$ cat src/rtl/booth_decode_acc64.sv
// booth_decode_acc64: sequential radix-4 Booth decoder/accumulator.
// Latches a multiplicand and the per-digit zero/invert/double vectors.
// Decodes DIGITS_PER_CYCLE digits per clock into partial products (0, +-M, +-2M).
// Each partial product is shifted by 2*digit and added into a 2*REG_WIDTH accumulator.
// The product is returned through a valid/ready handshake.
//
// Ports:
//   clk_i, rst_n_i             clock, async active-low reset
//   valid_i / ready_o          request handshake
//   mcand_i, mcand_signed_i    multiplicand and its extension mode
//   zero/invert/double_index_i per-digit Booth controls (REG_WIDTH/2 bits each)
//   flush_i                    synchronous abort, highest priority
//   valid_o / ready_i          response handshake
//   product_o                  2*REG_WIDTH-bit product, held after hand-off
module booth_decode_acc64 #(
   parameter int unsigned REG_WIDTH        = 64,
   parameter int unsigned DIGITS_PER_CYCLE = 2
) (
   input  logic                     clk_i,
   input  logic                     rst_n_i,
   input  logic                     valid_i,
   output logic                     ready_o,
   input  logic [REG_WIDTH-1:0]     mcand_i,
   input  logic                     mcand_signed_i,
   input  logic [REG_WIDTH/2-1:0]   zero_index_i,
   input  logic [REG_WIDTH/2-1:0]   invert_index_i,
   input  logic [REG_WIDTH/2-1:0]   double_index_i,
   input  logic                     flush_i,
   output logic                     valid_o,
   input  logic                     ready_i,
   output logic [2*REG_WIDTH-1:0]   product_o
);

   localparam int unsigned ND = REG_WIDTH / 2;
   localparam int unsigned PW = 2 * REG_WIDTH;
   localparam int unsigned IW = $clog2(ND);

   typedef enum logic [1:0] {StIdle, StRun, StDone} state_e;

   state_e              state_q, state_d;
   logic [REG_WIDTH-1:0] mcand_q, mcand_d;
   logic                 signed_q, signed_d;
   logic [ND-1:0]        zero_q, zero_d;
   logic [ND-1:0]        inv_q, inv_d;
   logic [ND-1:0]        dbl_q, dbl_d;
   logic [PW-1:0]        acc_q, acc_d;
   logic [IW-1:0]        cnt_q, cnt_d;
   logic                 valid_q, valid_d;
   logic [PW-1:0]        product_q, product_d;

   logic [PW-1:0]        mcand_ext;
   logic [PW-1:0]        step_sum;
   logic [IW-1:0]        idx;

   // Partial product of one digit, already placed at bit 2*idx.
   function automatic logic [PW-1:0] decode_digit(input logic [PW-1:0] me,
                                                  input logic          z,
                                                  input logic          inv,
                                                  input logic          dbl,
                                                  input logic [IW-1:0] pos);
      logic [PW-1:0] base;
      logic [PW-1:0] pp;
      base = dbl ? (me << 1) : me;
      pp   = inv ? (~base + 1'b1) : base;
      // Zero wins over invert/double so illegal codes still give 0.
      if (z) begin
         pp = '0;
      end
      return pp << {pos, 1'b0};
   endfunction

   assign mcand_ext = signed_q ? {{REG_WIDTH{mcand_q[REG_WIDTH-1]}}, mcand_q}
                               : {{REG_WIDTH{1'b0}}, mcand_q};

   always_comb begin
      step_sum = '0;
      idx      = '0;
      for (int j = 0; j < DIGITS_PER_CYCLE; j++) begin
         idx      = cnt_q + IW'(j);
         step_sum = step_sum + decode_digit(mcand_ext, zero_q[idx], inv_q[idx], dbl_q[idx], idx);
      end
   end

   always_comb begin
      state_d   = state_q;
      mcand_d   = mcand_q;
      signed_d  = signed_q;
      zero_d    = zero_q;
      inv_d     = inv_q;
      dbl_d     = dbl_q;
      acc_d     = acc_q;
      cnt_d     = cnt_q;
      valid_d   = valid_q;
      product_d = product_q;

      if (flush_i) begin
         state_d = StIdle;
         valid_d = 1'b0;
         cnt_d   = '0;
      end else begin
         unique case (state_q)
            StIdle: begin
               if (valid_i) begin
                  mcand_d  = mcand_i;
                  signed_d = mcand_signed_i;
                  zero_d   = zero_index_i;
                  inv_d    = invert_index_i;
                  dbl_d    = double_index_i;
                  acc_d    = '0;
                  cnt_d    = '0;
                  state_d  = StRun;
               end
            end
            StRun: begin
               acc_d = acc_q + step_sum;
               if (cnt_q == IW'(ND - DIGITS_PER_CYCLE)) begin
                  product_d = acc_q + step_sum;
                  valid_d   = 1'b1;
                  cnt_d     = '0;
                  state_d   = StDone;
               end else begin
                  cnt_d = cnt_q + IW'(DIGITS_PER_CYCLE);
               end
            end
            StDone: begin
               if (ready_i) begin
                  valid_d = 1'b0;
                  state_d = StIdle;
               end
            end
            default: state_d = StIdle;
         endcase
      end
   end

   always_ff @(posedge clk_i or negedge rst_n_i) begin
      if (!rst_n_i) begin
         state_q   <= StIdle;
         mcand_q   <= '0;
         signed_q  <= 1'b0;
         zero_q    <= '0;
         inv_q     <= '0;
         dbl_q     <= '0;
         acc_q     <= '0;
         cnt_q     <= '0;
         valid_q   <= 1'b0;
         product_q <= '0;
      end else begin
         state_q   <= state_d;
         mcand_q   <= mcand_d;
         signed_q  <= signed_d;
         zero_q    <= zero_d;
         inv_q     <= inv_d;
         dbl_q     <= dbl_d;
         acc_q     <= acc_d;
         cnt_q     <= cnt_d;
         valid_q   <= valid_d;
         product_q <= product_d;
      end
   end

   assign ready_o   = (state_q == StIdle);
   assign valid_o   = valid_q;
   assign product_o = product_q;

endmodule

$ cat config.mk
export PLATFORM = sky130hd
export DESIGN_NAME = booth_decode_acc64
export DESIGN_NICKNAME = d
export VERILOG_FILES = /design/src/rtl/booth_decode_acc64.sv
export SDC_FILE = /design/constraint.sdc
export NUM_CORES = 2
export LEC_CHECK = 0
export CAP_MARGIN = 10
export CORE_UTILIZATION = 41
export CTS_CLUSTER_DIAMETER = 30
export CTS_CLUSTER_SIZE = 14
export DETAILED_ROUTE_END_ITERATION = 16
export PLACE_DENSITY = 0.57
export SLEW_MARGIN = 5
export SYNTH_ARGS = -nofsm -noshare
export SYNTH_HDL_FRONTEND = slang
export SYNTH_SLANG_ARGS = --single-unit
$ cat constraint.sdc
create_clock -name clk_i -period 9.4 [get_ports clk_i]
set_input_delay 0.94 -clock clk_i [delete_from_list [all_inputs] [get_ports clk_i]]
set_output_delay 0.94 -clock clk_i [all_outputs]
set_load 0.01 [all_outputs]
==> summary.md <==
| Metric | Value |
|---|---|
| Clk_lat worst skew | `0.75 ns` |
| Syn Nets | `5,984` |
| Highest-delay cell along the critical path | `or4_1` |
| Via count | `47.7k` |
| Post-route ant nets | `0` |
| Post-Synth XOR/XNOR Area | `3.98%` |
| Most frequent cells in the layout | `nand2_1, buf_4, nor2_1` |
| Seq/Total Area, Yosys | `24.6%` |
| Setup TNS | `0 ns` |
| Mux cell area share after synthesis | `9.69%` |
| DRC errors left | `0` |
| Min Hold Slack | `0.197 ns` |
| Int Power | `11.6 mW` |
| Largest fanout on the critical path | `12` |
| Port-buffer cells | `295` |
| Main combinational cell family by area after synthesis | `compound AO/OA/AOI/OAI gates` |
| Top layer in use | `met5` |
| Met3 wire len | `21,000 um` |
| Slowest cell delay on critical path | `0.58 ns` |
| Reg2reg setup slack | `0.16 ns` |
| Critical path capture point type | `flop` |
| Clk sinks | `424` |
| FF-to-FF End | `product_o[123]` |
| Die W | `326 um` |
| CP Capture Point | `product_o[123]` |
| Vias per std cell | `6.16` |
| Synth Warn # | `0` |
| Initial DRC count | `6,023` |
| Library cells used by synthesis | `99` |
| Main synth FF type | `dfrtp_1` |
| Root buffer cell | `clkbuf_16` |
| Worst Path Class, Setup | `flop to flop` |
| Placed Cells | `7,546` |
| CP required | `9.99 ns` |
| Final Hold Vio Count | `0` |
| FF+latch count, synth | `424` |
| Drt first pass iters | `8` |
| Fin area | `56,100 um2` |
| Final Cycle Share | `98.3%` |
| Hold Buf Count CTS | `0` |
| Post-synth top area share | `24.6%` |
| Fin crit period | `9.24 ns` |
| Total gr overflow | `0` |
| Vias in the first global route | `46.0k` |
| Row cnt | `118` |
| Total routed wirelength | `213,000 um` |
| Power per cell area | `414 nW/um2` |
| Post-DP Area | `52,000 um2` |
| Post-synthesis simple-gate area fraction | `18.5%` |
| Max Slew Vio Count | `0` |
| Max Cap Viol | `0` |
| Most common cell after layout, fill and taps aside | `nand2_1` |
| Area grow syn2layout | `30.1%` |
| All-Layer GR Usage | `39.1%` |
| Sequential share of power | `10.8%` |
| R2R cell count | `35` |
| Synthesized cell area | `43,100 um2` |
| Critical Path Source | `cnt_q[3]` |
| Adder-Cell Fraction of Synth Area | `9.69%` |
| Final-report setup violation count | `0` |
| # H-tree levels | `3` |
| Switch share | `50.0%` |
| Slew margin rel. | `18.6%` |
| Design Power | `23.2 mW` |
| Synth Instances | `5,561` |
| Pin count of the biggest net entering global routing | `179` |
| Avg Synthesized Cell Area | `7.75 um2` |
| Slew @ Worst Pin | `1.21 ns` |
| Post-synth EDFFs | `0` |
| Status | `finished clean` |
| Layout cell share with drive strength beyond 1 | `20.1%` |
| Final worst setup slack | `0.163 ns` |
| Layout Skew | `0.0865 ns` |
| HPWL Detailed | `167,000 um` |
| CTS tree | `done` |
| Fin cells | `7,744` |
| DR WL met2 | `92,300 um` |
| Post-Place Worst Slack | `-0.0403 ns` |
| Initial antenna violation count | `4` |
| Unrepaired setup endpoints after global routing | `false` |
| Die H | `326 um` |
| Bufs on Longest Clock Path | `3` |
| Final core utilization | `53.9%` |
| Comb power frac | `72.4%` |
| Routed WL per cell | `27.5 um` |
| Worst Hold Class | `input port to async pin` |
| Leak | `25.3 nW` |
| Initial Utilization | `41.5%` |
| Clock transition at path regs | `0.05 ns` |
| GP Congestion | `1.06` |
| Core area | `104,000 um2` |
| Synth area leader | `dfrtp_1` |
| Routed met1 length | `88,700 um` |
| FILL cells | `10.0k` |
| I/O pins | `296` |
| Startpoint types | `flop` |
| Sw power | `11.6 mW` |
| Num CTS Buffers | `102` |
| Worst vdd ir | `240 uV` |
| FMAX | `0.108 GHz` |
| Area fraction in compound gates after synthesis | `26.0%` |
| CP arrival | `9.83 ns` |
| Clock power share | `16.9%` |
| Ys async rst share | `100%` |
| Final nets | `6,697` |
| Die area | `106,000 um2` |
| First-pass GRT wire length | `311,000 um` |
| Reg2reg start | `cnt_q[3]` |
| Ranking of synthesized cells by area | `dfrtp_1, nand2_1, fa_1` |
## worst min path at each step
stage	startpoint	to	depth (start not counted)
after floorplan	acc_q[35]	acc_q[35]	2
after global placement	product_o[7]	product_o[7]	2
after detailed placement	product_o[99]	product_o[99]	2
after CTS	rst_n_i	mcand_q[38]	1
after global routing	rst_n_i	mcand_q[38]	1
final	rst_n_i	mcand_q[13]	1
## layout make-up
type,instances,area (um2),share of cell area [%]
diodes,3,7.51,0.0134
inverters,402,1510,2.70
well taps,1380,1730,3.08
flip-flops and latches,424,10600,18.9
repair buffers,1049,8770,15.6
clock buffers,114,2670,4.76
clock inverters,77,1190,2.12
multi-input cells,4295,29600,52.7
## what timing repair did
item,4_1_cts,5_1_grt
pin swaps,0,3
gates resized for setup,1,44
setup endpoints to repair,3,72
setup buffers,0,4
## cells by family after synthesis
kind of cell,after synthesis
AOI/OAI and AO/OA,1692
adders and majority gates,257
buffers and inverters,842
and+or+nand+nor,1780
other,2
DFF,424
muxes,368
xor gates and xnor gates,196
## worst max-delay path, delay by kind of cell (launching register included)
| kind | cells | cell delay, ns |
|---|---|---|
| AOI/OAI and AO/OA | 16 | 3.54 |
| xor gates and xnor gates | 1 | 0.18 |
| adders and majority gates | 3 | 1.11 |
| buffers and inverters | 4 | 0.75 |
| DFF | 1 | 0.57 |
| muxes | 2 | 0.45 |
| and+or+nand+nor | 9 | 2.46 |
## registers in the layout, indices dropped and copies added (netlist names)
name / flops
acc_q: 128
cnt_q: 4
dbl_q: 32
inv_q: 32
mcand_q: 64
product_o: 128
signed_q: 1
state_q: 2
valid_o: 1
zero_q: 32
## power groups by stage
stage / registers (mW) / clock network (mW) / logic, mW
floorplan: 2.34 / 0 / 8.90
global placement: 2.52 / 0 / 16.2
detailed placement: 2.52 / 0 / 16.2
CTS: 2.50 / 3.97 / 16.3
global route: 2.55 / 4.06 / 17.9
finish: 2.50 / 3.91 / 16.8
## synth_stat cells, types with 20 or more instances
library cell and n:
ha_1 129, a21o_1 90, o31ai_1 35, a22o_1 108, o211ai_1 44, nand2b_1 32, or2_2 27, nor4_1 27
o21ai_0 383, xor2_1 79, and3_1 36, a31oi_1 55, nand4_1 76, a21boi_0 20, dfrtp_1 424, nand2_1 788
nor2_1 436, o221ai_1 27, nor2b_1 20, mux2i_1 155, clkbuf_1 366, o22ai_1 66, buf_1 41, or3_1 38
a22oi_1 42, a211oi_1 58, o21a_1 45, a211o_1 23, and2_1 35, nand3_1 102, mux2_2 193, buf_2 31
o21bai_1 31, fa_1 128, nor3_1 103, mux4_2 20, a21oi_1 403, xnor2_1 117, a221oi_1 29, inv_1 397
## routing by layer
layer  vias up  track usage [%]
met1     23220             52.9
met4         4             17.0
met2      2671             59.5
li1      21302                -
met3       529             8.85
met5         -                0
Power figures use the tool's default switching activity.
